==> config.mk <==
export PLATFORM = sky130hd
export DESIGN_NAME = mem_port_arbiter
export DESIGN_NICKNAME = d
export VERILOG_FILES = /design/src/rtl/mem_port_arbiter.sv
export SDC_FILE = /design/constraint.sdc
export NUM_CORES = 1
export LEC_CHECK = 0
export CAP_MARGIN = 15
export CORE_MARGIN = 2
export CORE_UTILIZATION = 40
export CTS_CLUSTER_DIAMETER = 150
export CTS_CLUSTER_SIZE = 20
export DETAILED_ROUTE_END_ITERATION = 10
export PLACE_DENSITY = 0.9
export SYNTH_ARGS = -nofsm -noshare
export SYNTH_HDL_FRONTEND = slang
export SYNTH_SLANG_ARGS = --single-unit
==> constraint.sdc <==
create_clock -name clk -period 2.64 [get_ports clk]
set_clock_uncertainty 0.2 [all_clocks]
set_input_delay 0.396 -clock clk [delete_from_list [all_inputs] [get_ports clk]]
set_output_delay 0.396 -clock clk [all_outputs]
set_load 0.05 [all_outputs]
==> src/rtl/mem_port_arbiter.sv <==
// rtl/mem_port_arbiter.sv - round-robin arbiter sharing one busy-stalled memory port between fetch and data requesters
//
// Ports:
//   clk, rst_n                      clock, synchronous active-low reset
//   if_req/if_addr                  fetch request, held until if_done
//   if_rdata/if_done/if_err         fetch response (done is a one-cycle pulse, err marks a watchdog abort)
//   d_req/d_we/d_addr/d_wdata       load/store request, held until d_done
//   d_rdata/d_done/d_err            load/store response
//   mem_req/mem_we/mem_addr/mem_wdata  memory command, held stable while the memory stalls
//   mem_rdata/mem_busy              memory response; completion is the first cycle with mem_busy=0
//
// All outputs come straight from flops; no input reaches an output combinationally.

module mem_port_arbiter #(
    parameter int ADDR_W  = 32,
    parameter int DATA_W  = 32,
    parameter int TIMEOUT = 255
) (
    input  logic              clk,
    input  logic              rst_n,
    input  logic              if_req,
    input  logic [ADDR_W-1:0] if_addr,
    output logic [DATA_W-1:0] if_rdata,
    output logic              if_done,
    output logic              if_err,
    input  logic              d_req,
    input  logic              d_we,
    input  logic [ADDR_W-1:0] d_addr,
    input  logic [DATA_W-1:0] d_wdata,
    output logic [DATA_W-1:0] d_rdata,
    output logic              d_done,
    output logic              d_err,
    output logic              mem_req,
    output logic              mem_we,
    output logic [ADDR_W-1:0] mem_addr,
    output logic [DATA_W-1:0] mem_wdata,
    input  logic [DATA_W-1:0] mem_rdata,
    input  logic              mem_busy
);

    // A TIMEOUT of 0 disables the watchdog; keep the counter at least one bit wide so it stays legal.
    localparam int CNT_W = (TIMEOUT < 1) ? 1 : $clog2(TIMEOUT + 1);
    localparam logic [CNT_W-1:0] CNT_LAST = (TIMEOUT < 1) ? '0 : CNT_W'(TIMEOUT - 1);

    localparam logic [1:0] ST_IDLE = 2'd0;
    localparam logic [1:0] ST_BUSY = 2'd1;
    localparam logic [1:0] ST_RESP = 2'd2;

    localparam logic PORT_IF = 1'b0;
    localparam logic PORT_D  = 1'b1;

    logic [1:0]        state_q,     state_d;
    logic              last_gnt_q,  last_gnt_d;
    logic [CNT_W-1:0]  cnt_q,       cnt_d;
    logic              mem_req_q,   mem_req_d;
    logic              mem_we_q,    mem_we_d;
    logic [ADDR_W-1:0] mem_addr_q,  mem_addr_d;
    logic [DATA_W-1:0] mem_wdata_q, mem_wdata_d;
    logic [DATA_W-1:0] if_rdata_q,  if_rdata_d;
    logic [DATA_W-1:0] d_rdata_q,   d_rdata_d;
    logic              if_done_q,   if_done_d;
    logic              d_done_q,    d_done_d;
    logic              if_err_q,    if_err_d;
    logic              d_err_q,     d_err_d;

    logic              grant_if;

    // IF wins when it is the only requester or when D held the previous grant.
    assign grant_if = if_req && (!d_req || (last_gnt_q == PORT_D));

    always_comb begin
        state_d     = state_q;
        last_gnt_d  = last_gnt_q;
        cnt_d       = cnt_q;
        mem_req_d   = mem_req_q;
        mem_we_d    = mem_we_q;
        mem_addr_d  = mem_addr_q;
        mem_wdata_d = mem_wdata_q;
        if_rdata_d  = if_rdata_q;
        d_rdata_d   = d_rdata_q;
        // Done/err are raised only on the BUSY->RESP edge, so they fall by default one cycle later.
        if_done_d   = 1'b0;
        d_done_d    = 1'b0;
        if_err_d    = 1'b0;
        d_err_d     = 1'b0;

        case (state_q)
            ST_IDLE: begin
                if (grant_if) begin
                    last_gnt_d  = PORT_IF;
                    mem_req_d   = 1'b1;
                    mem_we_d    = 1'b0;
                    mem_addr_d  = if_addr;
                    mem_wdata_d = '0;
                    cnt_d       = '0;
                    state_d     = ST_BUSY;
                end else if (d_req) begin
                    last_gnt_d  = PORT_D;
                    mem_req_d   = 1'b1;
                    mem_we_d    = d_we;
                    mem_addr_d  = d_addr;
                    mem_wdata_d = d_wdata;
                    cnt_d       = '0;
                    state_d     = ST_BUSY;
                end
            end

            // last_gnt_q names the current winner for the whole transaction.
            ST_BUSY: begin
                if (!mem_busy) begin
                    if (!mem_we_q) begin
                        if (last_gnt_q == PORT_IF) begin
                            if_rdata_d = mem_rdata;
                        end else begin
                            d_rdata_d = mem_rdata;
                        end
                    end
                    mem_req_d   = 1'b0;
                    mem_we_d    = 1'b0;
                    mem_addr_d  = '0;
                    mem_wdata_d = '0;
                    if_done_d   = (last_gnt_q == PORT_IF);
                    d_done_d    = (last_gnt_q == PORT_D);
                    state_d     = ST_RESP;
                end else if ((TIMEOUT != 0) && (cnt_q == CNT_LAST)) begin
                    if (last_gnt_q == PORT_IF) begin
                        if_rdata_d = '0;
                    end else begin
                        d_rdata_d = '0;
                    end
                    mem_req_d   = 1'b0;
                    mem_we_d    = 1'b0;
                    mem_addr_d  = '0;
                    mem_wdata_d = '0;
                    if_done_d   = (last_gnt_q == PORT_IF);
                    d_done_d    = (last_gnt_q == PORT_D);
                    if_err_d    = (last_gnt_q == PORT_IF);
                    d_err_d     = (last_gnt_q == PORT_D);
                    state_d     = ST_RESP;
                end else if (cnt_q != '1) begin
                    cnt_d = cnt_q + 1'b1;
                end
            end

            ST_RESP: begin
                state_d = ST_IDLE;
            end

            default: begin
                state_d = ST_IDLE;
            end
        endcase
    end

    always_ff @(posedge clk) begin
        if (!rst_n) begin
            state_q     <= ST_IDLE;
            last_gnt_q  <= PORT_D;
            cnt_q       <= '0;
            mem_req_q   <= 1'b0;
            mem_we_q    <= 1'b0;
            mem_addr_q  <= '0;
            mem_wdata_q <= '0;
            if_rdata_q  <= '0;
            d_rdata_q   <= '0;
            if_done_q   <= 1'b0;
            d_done_q    <= 1'b0;
            if_err_q    <= 1'b0;
            d_err_q     <= 1'b0;
        end else begin
            state_q     <= state_d;
            last_gnt_q  <= last_gnt_d;
            cnt_q       <= cnt_d;
            mem_req_q   <= mem_req_d;
            mem_we_q    <= mem_we_d;
            mem_addr_q  <= mem_addr_d;
            mem_wdata_q <= mem_wdata_d;
            if_rdata_q  <= if_rdata_d;
            d_rdata_q   <= d_rdata_d;
            if_done_q   <= if_done_d;
            d_done_q    <= d_done_d;
            if_err_q    <= if_err_d;
            d_err_q     <= d_err_d;
        end
    end

    assign mem_req   = mem_req_q;
    assign mem_we    = mem_we_q;
    assign mem_addr  = mem_addr_q;
    assign mem_wdata = mem_wdata_q;
    assign if_rdata  = if_rdata_q;
    assign d_rdata   = d_rdata_q;
    assign if_done   = if_done_q;
    assign d_done    = d_done_q;
    assign if_err    = if_err_q;
    assign d_err     = d_err_q;

endmodule

; ---- Word level (Yosys, flattened, before mapping)
; Index checks and enable logic that the tools add are counted.
[totals]
latchBits = 0
ff_bits = 145
out_inout_bits = 134
inputBits = 134
ramBits = 0
wordCells = 81
romBits = 0
memories = 0
[classes]
n_reduce_logical = 14
mux = 42
addsub = 1
multipliers = 0
n_bitwise = 1
n_lt_le_gt_ge = 0
shift = 0
eq_ne = 10
div_mod_pow = 0
[ops]
columns = op, n
row1 = $mux 32, 16
row2 = $pmux 32 s2, 2
row3 = $mux 8, 5
row4 = $pmux 8 s2, 1
row5 = $mux 1, 11
row6 = $add 8x1->8 const B, 1
row7 = $eq 8x8->1 const B, 1
row8 = $mux 2, 4
row9 = $ne 2x2->1 const B, 4
row10 = $ne 8x8->1 const B, 1
row11 = $reduce_and 4->1, 2
row12 = $ne 3x3->1 const B, 2
row13 = $reduce_and 2->1, 3
row14 = $reduce_and 3->1, 2
row15 = $reduce_and 5->1, 1
row16 = $pmux 1 s2, 2
row17 = $pmux 2 s2, 1
row18 = $reduce_bool 2->1, 2
row19 = $eq 2x1->1 const B, 1
row20 = $logic_not 2->1, 1
row21 = $ne 2x1->1 const B, 1
row22 = $logic_and 1x1->1, 1
row23 = $logic_not 1->1, 1
row24 = $logic_or 1x1->1, 1
row25 = $not 1->1, 1

; ---- Longest topological paths before layout
; Gate-level depths: netlist of the first run.
[depth]
depth_word = 5
depth_mapped = 7
mapped_depth_nobuf = 6

; ---- Least setup slack after synthesis of the first run
; OpenSTA, ideal clock, no wires.
[synth_timing]
path_kind = reg2reg
from = register cnt_q[0]
to = register mem_wdata_q[10], in the netlist mem_wdata[10]
arrival_ns = 1.725
path_stages_with_launch = 8
slack_ns = 0.655
period_less_slack_ns = 1.985
n_path_buf = 1
required_time_ns = 2.380
path_cell_list = dfxtp_1 > inv_1 > ha_1 > nand3_1 > o21ai_2 > a211oi_4 > buf_2 > a22o_1
[synth_between]
elab_chain_cells = 3
[synth_rtl]
columns = item, line
row1 = from (decl), 54  ; logic [CNT_W-1:0] cnt_q, cnt_d;
row2 = from (signal assigned), 173  ; cnt_q <= cnt_d;
row3 = $eq 8x8->1, 125  ; end else if ((TIMEOUT != 0) && (cnt_q == CNT_LAST)) begin
row4 = $ne 3x3->1 (no line), -
row5 = $reduce_and 3->1 (no line), -
row6 = to (signal assigned), 177  ; mem_wdata_q <= mem_wdata_d;
row7 = to (decl), 58  ; logic [DATA_W-1:0] mem_wdata_q, mem_wdata_d;
; Every way passes these cells.
; A chain may end at the register's enable or synchronous reset.

; ---- Worst setup path in the final report of the first run
[layout_timing]
from = register mem_we_q, in the netlist mem_we
to = output mem_we
[layout_rtl]
columns = item, line
row1 = from (decl), 56  ; logic mem_we_q, mem_we_d;
row2 = from (signal assigned), 175  ; mem_we_q <= mem_we_d;
row3 = to (decl), 34  ; output logic mem_we,
; No word-level cell between the ends.

==> flow_metrics.env, run 1 <==
export IMPL_cts_buffers=17
export IMPL_syn_avg_cell_area_sq_um=10.6
export IMPL_ir_drop_uv=379
export IMPL_cts_hold_buf=0
export IMPL_routedWlPerCell_um=17.5
export IMPL_p_total_mw=6.01
export IMPL_dpl_worst_slack_ns=0.204
export IMPL_detail_route_vias_per_cell=5.49
export IMPL_core_area_sq_um=13200
export IMPL_path_cells="clkdlybuf4s50_1"
export IMPL_yosysWarnings=0
export IMPL_drc_errors=0
export IMPL_final_core_util=0.673
export IMPL_boundaryPins=268
export IMPL_synth_seq_area_share=0.536
export IMPL_drt_pass1_iterations=5
export IMPL_outcome="finished, final reports clean"
export IMPL_path_delay_family="buffers and inverters"
export IMPL_fin_hold_ws_ns=0.262
export IMPL_setup_viol=0
export IMPL_tns_ns=0
export IMPL_placed_area_sq_um=8320
export IMPL_cts_tree="done"
export IMPL_antenna_left=0
export IMPL_clockBufferDepth=2
export IMPL_yosys_area_top_type="dfxtp_1"
export IMPL_ys_top_cells_by_count="145 x dfxtp_1, 99 x a22o_1, 28 x a31oi_1"
export IMPL_post_cts_buffers=0
export IMPL_synth_flop_cell="dfxtp_1"
export IMPL_antenna_found_initial=0
export IMPL_final_area_sq_um=8910
export IMPL_rsz0062_at_grt="no"
export IMPL_num_antenna_cells=0
export IMPL_cts_sinks=145
export IMPL_netlist_instances=511
export IMPL_syn2layout_area_growth_pct=64.5
export IMPL_power_leakage_nw=3.36
export IMPL_power_frac_comb=0.206
export IMPL_clk_latency_ns=0.41
export IMPL_swShare=0.288
export IMPL_fin_crit_ns=2.28
export IMPL_synth_edff_count=0
export IMPL_start_util=0.409
export IMPL_internal_power_mw=4.28
export IMPL_p_clk_frac=0.393
export IMPL_max_clock_freq_mhz=439
export IMPL_synth_seq_cells=145
export IMPL_synth_most_common_cell="dfxtp_1"
export IMPL_grt_pass1_wl_mm=26.9
export IMPL_drt_total_wl_mm=16.8
export IMPL_place_hpwl_mm=12.2
export IMPL_grt_total_usage=0.234
export IMPL_critical_path_max_stage_delay_ns=0.86
export IMPL_worstSetupEndpointType="output port"
export IMPL_rows=42
export IMPL_routabilityCongestion=0.833
export IMPL_crit_arrival_ns=1.68
export IMPL_num_vias=5262
export IMPL_synth_top_area_share=0.536
export IMPL_slew_viol_final=0
export IMPL_synthesis_area_sq_um=5420
export IMPL_die_height_um=120
export IMPL_crit_buf_inv=1
export IMPL_hold_viol_final=0
export IMPL_drive_gt1_frac=0.0779
export IMPL_fill_cells=1006
export IMPL_ctsHtreeMaxLevel=4
export IMPL_fp_dieArea_sq_um=14500
export IMPL_portBuffers=267
export IMPL_timing_final_ws_setup_ns=0.361
export IMPL_power_frac_seq=0.401
export IMPL_path_clk_slew_ns=0.06
export IMPL_worstPathRequired_ns=2.04
export IMPL_cts_resized=0
export IMPL_synthArstFlopShare=0
export IMPL_max_slew_margin=0.481
export IMPL_grt_pass1_vias=5188
export IMPL_cts_root_buffer="clkbuf_16"
export IMPL_worst_pin_slew_ns=0.779
export IMPL_drt_iter0_drc=365
export IMPL_critPathKind="reg2out"
export IMPL_critPathMaxFanout=3
export IMPL_period_share=0.863
export IMPL_maxCapViolations=0
export IMPL_cp_slowest_cell="clkdlybuf4s50_1"
export IMPL_power_density_nw_per_um2=674
export IMPL_grt_max_degree=47
export IMPL_die_width_um=120
export IMPL_grt_overflow_total=0
export IMPL_ys_types=47
export IMPL_synth_area_top_cells="dfxtp_1 54%, a22o_1 16%, a31oi_1 3.2%"
export IMPL_layout_nets=906
export IMPL_dp_cells=927
export IMPL_synth_nets=647
export IMPL_power_switching_mw=1.73
export IMPL_startpoint_type="flop"
export IMPL_instances_no_fill=959
export IMPL_hold_path_class="reg2reg"
## sequential cells by signal (all words and copies together), names as in the netlist
name        count
if_err          1
d_done          1
if_rdata       32
mem_req         1
d_rdata        32
state_q         2
last_gnt_q      1
if_done         1
mem_addr       32
mem_we          1
mem_wdata      32
d_err           1
cnt_q           8
## final timing paths
path                 from             to  slack, ns  cells after the start
min reg2reg  mem_addr[14]   mem_addr[14]       0.26                      1
min          mem_addr[14]   mem_addr[14]       0.26                      1
max                mem_we         mem_we       0.36                      1
max reg2reg      cnt_q[1]  mem_wdata[18]       0.46                      6
## cell type report
cell class,count,area (sq um),share of cell area
clock buffers,21,460,0.0516
repair buffers,283,2870,0.322
flip-flops and latches,145,2900,0.326
clock inverters,11,130,0.0146
well taps,176,220,0.0247
inverters,7,26.3,0.00295
multi-input cells,316,2310,0.259
## placed cells by master (no fill, tap or decap), types with 4 or more instances in the layout
| cell | Yosys | layout |
|---|---|---|
| clkdlybuf4s50_1 | 0 | 267 |
| dfxtp_1 | 145 | 145 |
| a22o_1 | 99 | 99 |
| nand2_1 | 27 | 27 |
| a31oi_1 | 28 | 26 |
| nand3_1 | 25 | 25 |
| and3_1 | 20 | 20 |
| a21boi_0 | 19 | 19 |
| clkbuf_16 | 0 | 17 |
| o21ai_0 | 15 | 15 |
| mux2i_1 | 13 | 13 |
| o2bb2ai_1 | 13 | 13 |
| buf_4 | 0 | 10 |
| nor2_1 | 8 | 8 |
| o21ai_1 | 7 | 7 |
| buf_12 | 0 | 6 |
| inv_1 | 5 | 5 |
| o211ai_1 | 4 | 4 |
| clkinvlp_4 | 0 | 4 |
## power by group through the flow
stage          Combinational, mW  Clock, mW  Sequential (mW)
6_report                    1.24       2.36             2.41
5_1_grt                     1.30       2.53             2.43
4_1_cts                     1.24       2.42             2.41
3_5_place_dp                1.24          0             2.45
3_3_place_gp                1.22          0             2.45
2_1_floorplan              0.322          0             2.81
## kinds of logic (layout without fill, tap and decap cells)
family	Yosys count	count (layout)	synth area share
DFF	145	145	0.536
and+or+nand+nor	100	100	0.0986
buffers and inverters	50	322	0.0439
AOI/OAI and AO/OA	201	201	0.293
muxes	13	13	0.0240
adders and majority gates	2	2	0.00462
## routing by layer
layer,up-vias,GRT usage,part of all wire
met5,-,0,0
met4,0,0.0974,0.026
met3,32,0.0835,0.093
met2,261,0.387,0.48
met1,2489,0.275,0.40
li1,2480,-,-
No activity file was read; power rests on OpenSTA's default activity.
==> run 2: changes to the inputs <==
--- a/config.mk
+++ b/config.mk
@@ -5,12 +5,12 @@
 export SDC_FILE = /design/constraint.sdc
 export NUM_CORES = 1
 export LEC_CHECK = 0
-export CAP_MARGIN = 15
-export CORE_MARGIN = 2
+export CAP_MARGIN = 20
 export CORE_UTILIZATION = 40
 export CTS_CLUSTER_DIAMETER = 150
 export CTS_CLUSTER_SIZE = 20
 export DETAILED_ROUTE_END_ITERATION = 10
+export GPL_TIMING_DRIVEN = 1
 export PLACE_DENSITY = 0.9
 export SYNTH_ARGS = -nofsm -noshare
 export SYNTH_HDL_FRONTEND = slang
==> run 2 against run 1 <==
  * Maximum frequency is 1.8% higher
  * Design area is 0.25% lower
  * Flip-flop and latch count stayed put
  * Routed wire length is 3.2% lower
  * Critical path type unchanged
  * Highest routed layer unchanged
  * Register-to-register slack worse by 0.02 ns
  * Largest cell class unchanged
  * Sequential share of layout area is 0.082 points higher
  * Cell count is 0.10% higher
  * Worst hold slack hardly changed
==> flow_metrics.env, run 2 (same netlist as run 1, synthesis figures left out) <==
export IMPL_outcome="finished, final reports clean"
export IMPL_startpoint="mem_we"
export IMPL_detail_route_vias_per_cell=5.45
export IMPL_ctsHtreeMaxLevel=4
export IMPL_cts_tree="done"
export IMPL_ir_drop_uv=430
export IMPL_max_clock_freq_mhz=446
export IMPL_grt_pass1_vias=5060
export IMPL_cts_root_buffer="clkbuf_16"
export IMPL_worstPathRequired_ns=2.04
export IMPL_place_hpwl_mm=11.5
export IMPL_reg2reg_to="d_rdata[25]"
export IMPL_grt_pass1_wl_mm=26.1
export IMPL_grt_overflow_total=0
export IMPL_worstSetupEndpointType="output port"
export IMPL_boundaryPins=268
export IMPL_drc_errors=0
export IMPL_slew_viol_final=0
export IMPL_clk_latency_ns=0.41
export IMPL_path_clk_slew_ns=0.06
export IMPL_cts_hold_buf=0
export IMPL_grt_total_usage=0.235
export IMPL_rr_startpoint="cnt_q[1]"
export IMPL_layout_nets=907
export IMPL_crit_arrival_ns=1.64
export IMPL_power_leakage_nw=3.36
export IMPL_routedWlPerCell_um=17.0
export IMPL_drive_gt1_frac=0.0804
export IMPL_final_core_util=0.671
export IMPL_max_slew_margin=0.509
export IMPL_path_cells="clkdlybuf4s50_1"
export IMPL_final_common_cell="clkdlybuf4s50_1"
export IMPL_fp_dieArea_sq_um=14000
export IMPL_rsz0062_at_grt="no"
export IMPL_fin_crit_ns=2.24
export IMPL_worst_pin_slew_ns=0.737
export IMPL_portBuffers=267
export IMPL_num_antenna_cells=0
export IMPL_path_delay_family="buffers and inverters"
export IMPL_die_width_um=118
export IMPL_clockBufferDepth=2
export IMPL_maxCapViolations=0
export IMPL_startpoint_type="flop"
export IMPL_die_height_um=118
export IMPL_drt_pass1_iterations=4
export IMPL_syn2layout_area_growth_pct=64.1
export IMPL_cts_buffers=17
export IMPL_final_cell_mix="267 x clkdlybuf4s50_1, 145 x dfxtp_1, 99 x a22o_1"
export IMPL_period_share=0.848
export IMPL_whs_endpoint="mem_addr[7]"
export IMPL_antenna_found_initial=0
export IMPL_core_area_sq_um=13200
export IMPL_post_cts_buffers=0
export IMPL_setup_viol=0
export IMPL_hold_viol_final=0
export IMPL_antenna_left=0
export IMPL_cp_slowest_cell="clkdlybuf4s50_1"
export IMPL_routabilityCongestion=0.852
export IMPL_hold_start="mem_addr[7]"
export IMPL_drt_total_wl_mm=16.3
export IMPL_rr_worst_depth=6
export IMPL_drt_iter0_drc=355
export IMPL_num_vias=5234
export IMPL_critPathKind="reg2out"
export IMPL_crit_buf_inv=1
export IMPL_cts_resized=0
export IMPL_critPathMaxFanout=3
export IMPL_power_density_nw_per_um2=674
export IMPL_grt_max_degree=47
export IMPL_hold_depth=1
export IMPL_rows=42
export IMPL_start_util=0.409
export IMPL_tns_ns=0
export IMPL_critical_path_max_stage_delay_ns=0.84
export IMPL_hold_path_class="reg2reg"
export IMPL_reg2reg_slack_ns=0.44
export IMPL_cts_sinks=145
## run 2: worst max-delay path by stage
stage,end,depth (start not counted)
detailed placement,mem_wdata[23],6
finish,mem_we,1
floorplan,mem_wdata[10],7
global placement,mem_wdata[30],6
CTS,mem_we,1
global route,d_rdata[25],6
## run 2: area by class of cell
cell class                 instances  area [sq um]
tap                              176           220
clock inverter                    14           156
inverter                           7          26.3
fill                            1005          4350
sequential                       145          2900
multi-input combinational        316          2310
timing repair buffer             284          2850
clock buffer                      18           429
## run 2: report_power, final
group	internal [mW]	total, mW	switching [mW]
registers	2.31	2.41	0.0951
clock network	1.41	2.36	0.956
logic	0.512	1.23	0.715
## run 2: metrics by stage
| stage | cells | worst slack [ns] | hold WS [ns] | instance area (sq um) | total power, mW |
|---|---|---|---|---|---|
| finish | 960 | 0.400 | 0.262 | 8890 | 6.00 |
| global route | 960 | 0.310 | 0.284 | 8890 | 6.22 |
| global placement | 928 | 0.368 | 0.244 | 8310 | 3.66 |
| CTS | 960 | 0.336 | 0.265 | 8890 | 6.04 |
| floorplan | 511 | 0.655 | 0.258 | 5420 | 3.14 |
| detailed placement | 928 | 0.309 | 0.246 | 8310 | 3.68 |
## run 2: layer usage
layer	global-route usage	up-vias	wire [um]
li1	-	2479	-
met1	0.278	2486	6810
met3	0.0820	19	1440
met2	0.399	250	7810
met4	0.0744	0	220
met5	0	-	0
==> run 3: changes to the inputs <==
--- a/config.mk
+++ b/config.mk
@@ -6,12 +6,12 @@
 export NUM_CORES = 1
 export LEC_CHECK = 0
 export CAP_MARGIN = 20
-export CORE_UTILIZATION = 40
+export CORE_UTILIZATION = 36
 export CTS_CLUSTER_DIAMETER = 150
 export CTS_CLUSTER_SIZE = 20
 export DETAILED_ROUTE_END_ITERATION = 10
 export GPL_TIMING_DRIVEN = 1
-export PLACE_DENSITY = 0.9
+export PLACE_DENSITY = 0.86
 export SYNTH_ARGS = -nofsm -noshare
 export SYNTH_HDL_FRONTEND = slang
 export SYNTH_SLANG_ARGS = --single-unit
==> constraint.sdc (replaced) <==
create_clock -name clk -period 1.8 [get_ports clk]
set_clock_uncertainty 0.2 [all_clocks]
set_input_delay 0.27 -clock clk [delete_from_list [all_inputs] [get_ports clk]]
set_output_delay 0.27 -clock clk [all_outputs]
set_load 0.05 [all_outputs]
==> run 3 against run 2 <==
  * Design area up 1.2%
  * Critical path depth grew 6
  * Highest routed layer unchanged
  * Cell count increased by 3.9%
  * Worst hold slack lost 0.020 ns
  * Sequential share of layout area decreased by 0.26 points
  * Count of clock-buffer cells in the layout unchanged
  * Clock power rose by 52%
  * Critical path type is now reg2reg
  * Utilization decreased by 5.5 points
  * Global-route usage decreased by 2.1 points
  * Combinational power rose by 55%
  * Largest power group is now clock
==> flow_metrics.env, run 3 (same netlist as run 1, synthesis figures left out) <==
export IMPL_outcome="finished, final reports clean"
export IMPL_timing_final_ws_setup_ns=0.00709
export IMPL_power_frac_seq=0.391
export IMPL_instances_no_fill=997
export IMPL_dpl_worst_slack_ns=-0.435
export IMPL_p_total_mw=9.01
export IMPL_final_common_cell="buf_4"
export IMPL_fin_hold_ws_ns=0.242
export IMPL_num_antenna_cells=0
export IMPL_startpoint_type="flop"
export IMPL_crit_arrival_ns=1.89
export IMPL_top_usage_layer="met2"
export IMPL_critPathMaxFanout=32
export IMPL_drt_total_wl_mm=16.6
export IMPL_drive_gt1_frac=0.298
export IMPL_antenna_left=0
export IMPL_critPathKind="reg2reg"
export IMPL_grt_overflow_total=0
export IMPL_core_area_sq_um=14600
export IMPL_rsz0062_at_grt="yes"
export IMPL_antenna_found_initial=0
export IMPL_syn2layout_area_growth_pct=66.0
export IMPL_fp_dieArea_sq_um=15500
export IMPL_ir_drop_uv=575
export IMPL_layout_nets=936
export IMPL_cts_sinks=145
export IMPL_hold_viol_final=0
export IMPL_p_clk_frac=0.397
export IMPL_maxCapViolations=0
export IMPL_max_clock_freq_mhz=558
export IMPL_power_switching_mw=2.68
export IMPL_dp_cells=964
export IMPL_hold_path_class="in2reg"
export IMPL_ctsHtreeMaxLevel=4
export IMPL_worstSetupEndpointType="flop"
export IMPL_cts_tree="done"
export IMPL_drt_pass1_iterations=4
export IMPL_grt_max_degree=47
export IMPL_grt_total_usage=0.214
export IMPL_placed_area_sq_um=8330
export IMPL_cts_buffers=17
export IMPL_worst_pin_slew_ns=0.330
export IMPL_tns_ns=0
export IMPL_rr_worst_depth=7
export IMPL_path_clk_slew_ns=0.06
export IMPL_drt_iter0_drc=314
export IMPL_internal_power_mw=6.32
export IMPL_portBuffers=267
export IMPL_period_share=0.996
export IMPL_detail_route_vias_per_cell=5.28
export IMPL_clk_latency_ns=0.41
export IMPL_die_width_um=125
export IMPL_fin_crit_ns=1.79
export IMPL_boundaryPins=268
export IMPL_grt_pass1_wl_mm=26.6
export IMPL_grt_pass1_vias=5158
export IMPL_routedWlPerCell_um=16.6
export IMPL_start_util=0.371
export IMPL_power_frac_comb=0.212
export IMPL_num_vias=5266
export IMPL_power_density_nw_per_um2=1000
export IMPL_rows=44
export IMPL_drc_errors=0
export IMPL_final_cell_mix="168 x buf_4, 139 x dfxtp_1, 132 x clkdlybuf4s50_1"
export IMPL_final_core_util=0.617
export IMPL_die_height_um=125
export IMPL_place_hpwl_mm=11.9
export IMPL_setup_viol=0
export IMPL_met1_usage=0.261
export IMPL_cts_hold_buf=0
export IMPL_power_leakage_nw=3.83
export IMPL_seq_area_sq_um=2910
export IMPL_slew_viol_final=0
export IMPL_fill_cells=1181
export IMPL_grt_util_met2=0.351
export IMPL_swShare=0.298
export IMPL_cts_root_buffer="clkbuf_16"
export IMPL_hold_depth=5
export IMPL_routabilityCongestion=0.948
export IMPL_max_slew_margin=0.779
export IMPL_clockBufferDepth=2
export IMPL_worstPathRequired_ns=1.90
export IMPL_multiInputGateArea_sq_um=2390
export IMPL_final_area_sq_um=8990
export IMPL_met3_usage=0.0657
[run 3: cell count changes in the layout (fill, tap and decap cells not counted), moves of 5 or more]
cell / delta
dfxtp_2: +5
buf_12: +7
buf_4: +155
dfxtp_1: -6
clkdlybuf4s50_1: -135
[run 3: routing by layer]
metal  vias to the layer above  part of all wire
li1                       2539                 -
met3                        19             0.087
met1                      2469              0.41
met2                       239              0.48
met4                         0             0.016
met5                         -                 0
[run 3: layout make-up]
type / instances / share of cell area
flip-flops and latches: 145 / 0.324
multi-input cells: 316 / 0.266
clock buffers: 18 / 0.0488
well taps: 184 / 0.0256
inverters: 7 / 0.00292
repair buffers: 313 / 0.314
clock inverters: 14 / 0.0189
[run 3: power by group through the flow]
| stage | clock, mW | sequential, mW | combinational (mW) |
|---|---|---|---|
| after detailed placement | 0 | 3.57 | 1.89 |
| after global placement | 0 | 3.57 | 1.86 |
| after CTS | 3.65 | 3.51 | 1.91 |
| after floorplan | 0 | 4.14 | 0.499 |
| final | 3.58 | 3.52 | 1.91 |
| after global routing | 3.82 | 3.54 | 2.01 |
[run 3: repair_timing]
item	4_1_cts	5_1_grt
pin swaps	0	5
gates cloned	0	0
setup endpoints to repair	66	120
buffers inserted	0	1
gates resized for setup	5	9
[run 3: worst max-delay path, stage by stage, from the launching register on]
cell and delay, ns:
dfxtp_4 0.34, inv_2 0.06, ha_4 0.14, nand3_4 0.11
o31ai_4 0.22, a31oi_2 0.14, buf_12 0.19, a22o_1 0.25
[run 3: path summary, 6_finish.rpt]
check	from	to	slack [ns]
max	cnt_q[0]	d_rdata[18]	0.007
min	d_req	cnt_q[2]	0.24
max reg2reg	cnt_q[0]	d_rdata[18]	0.007
min reg2reg	mem_addr[1]	mem_addr[1]	0.27
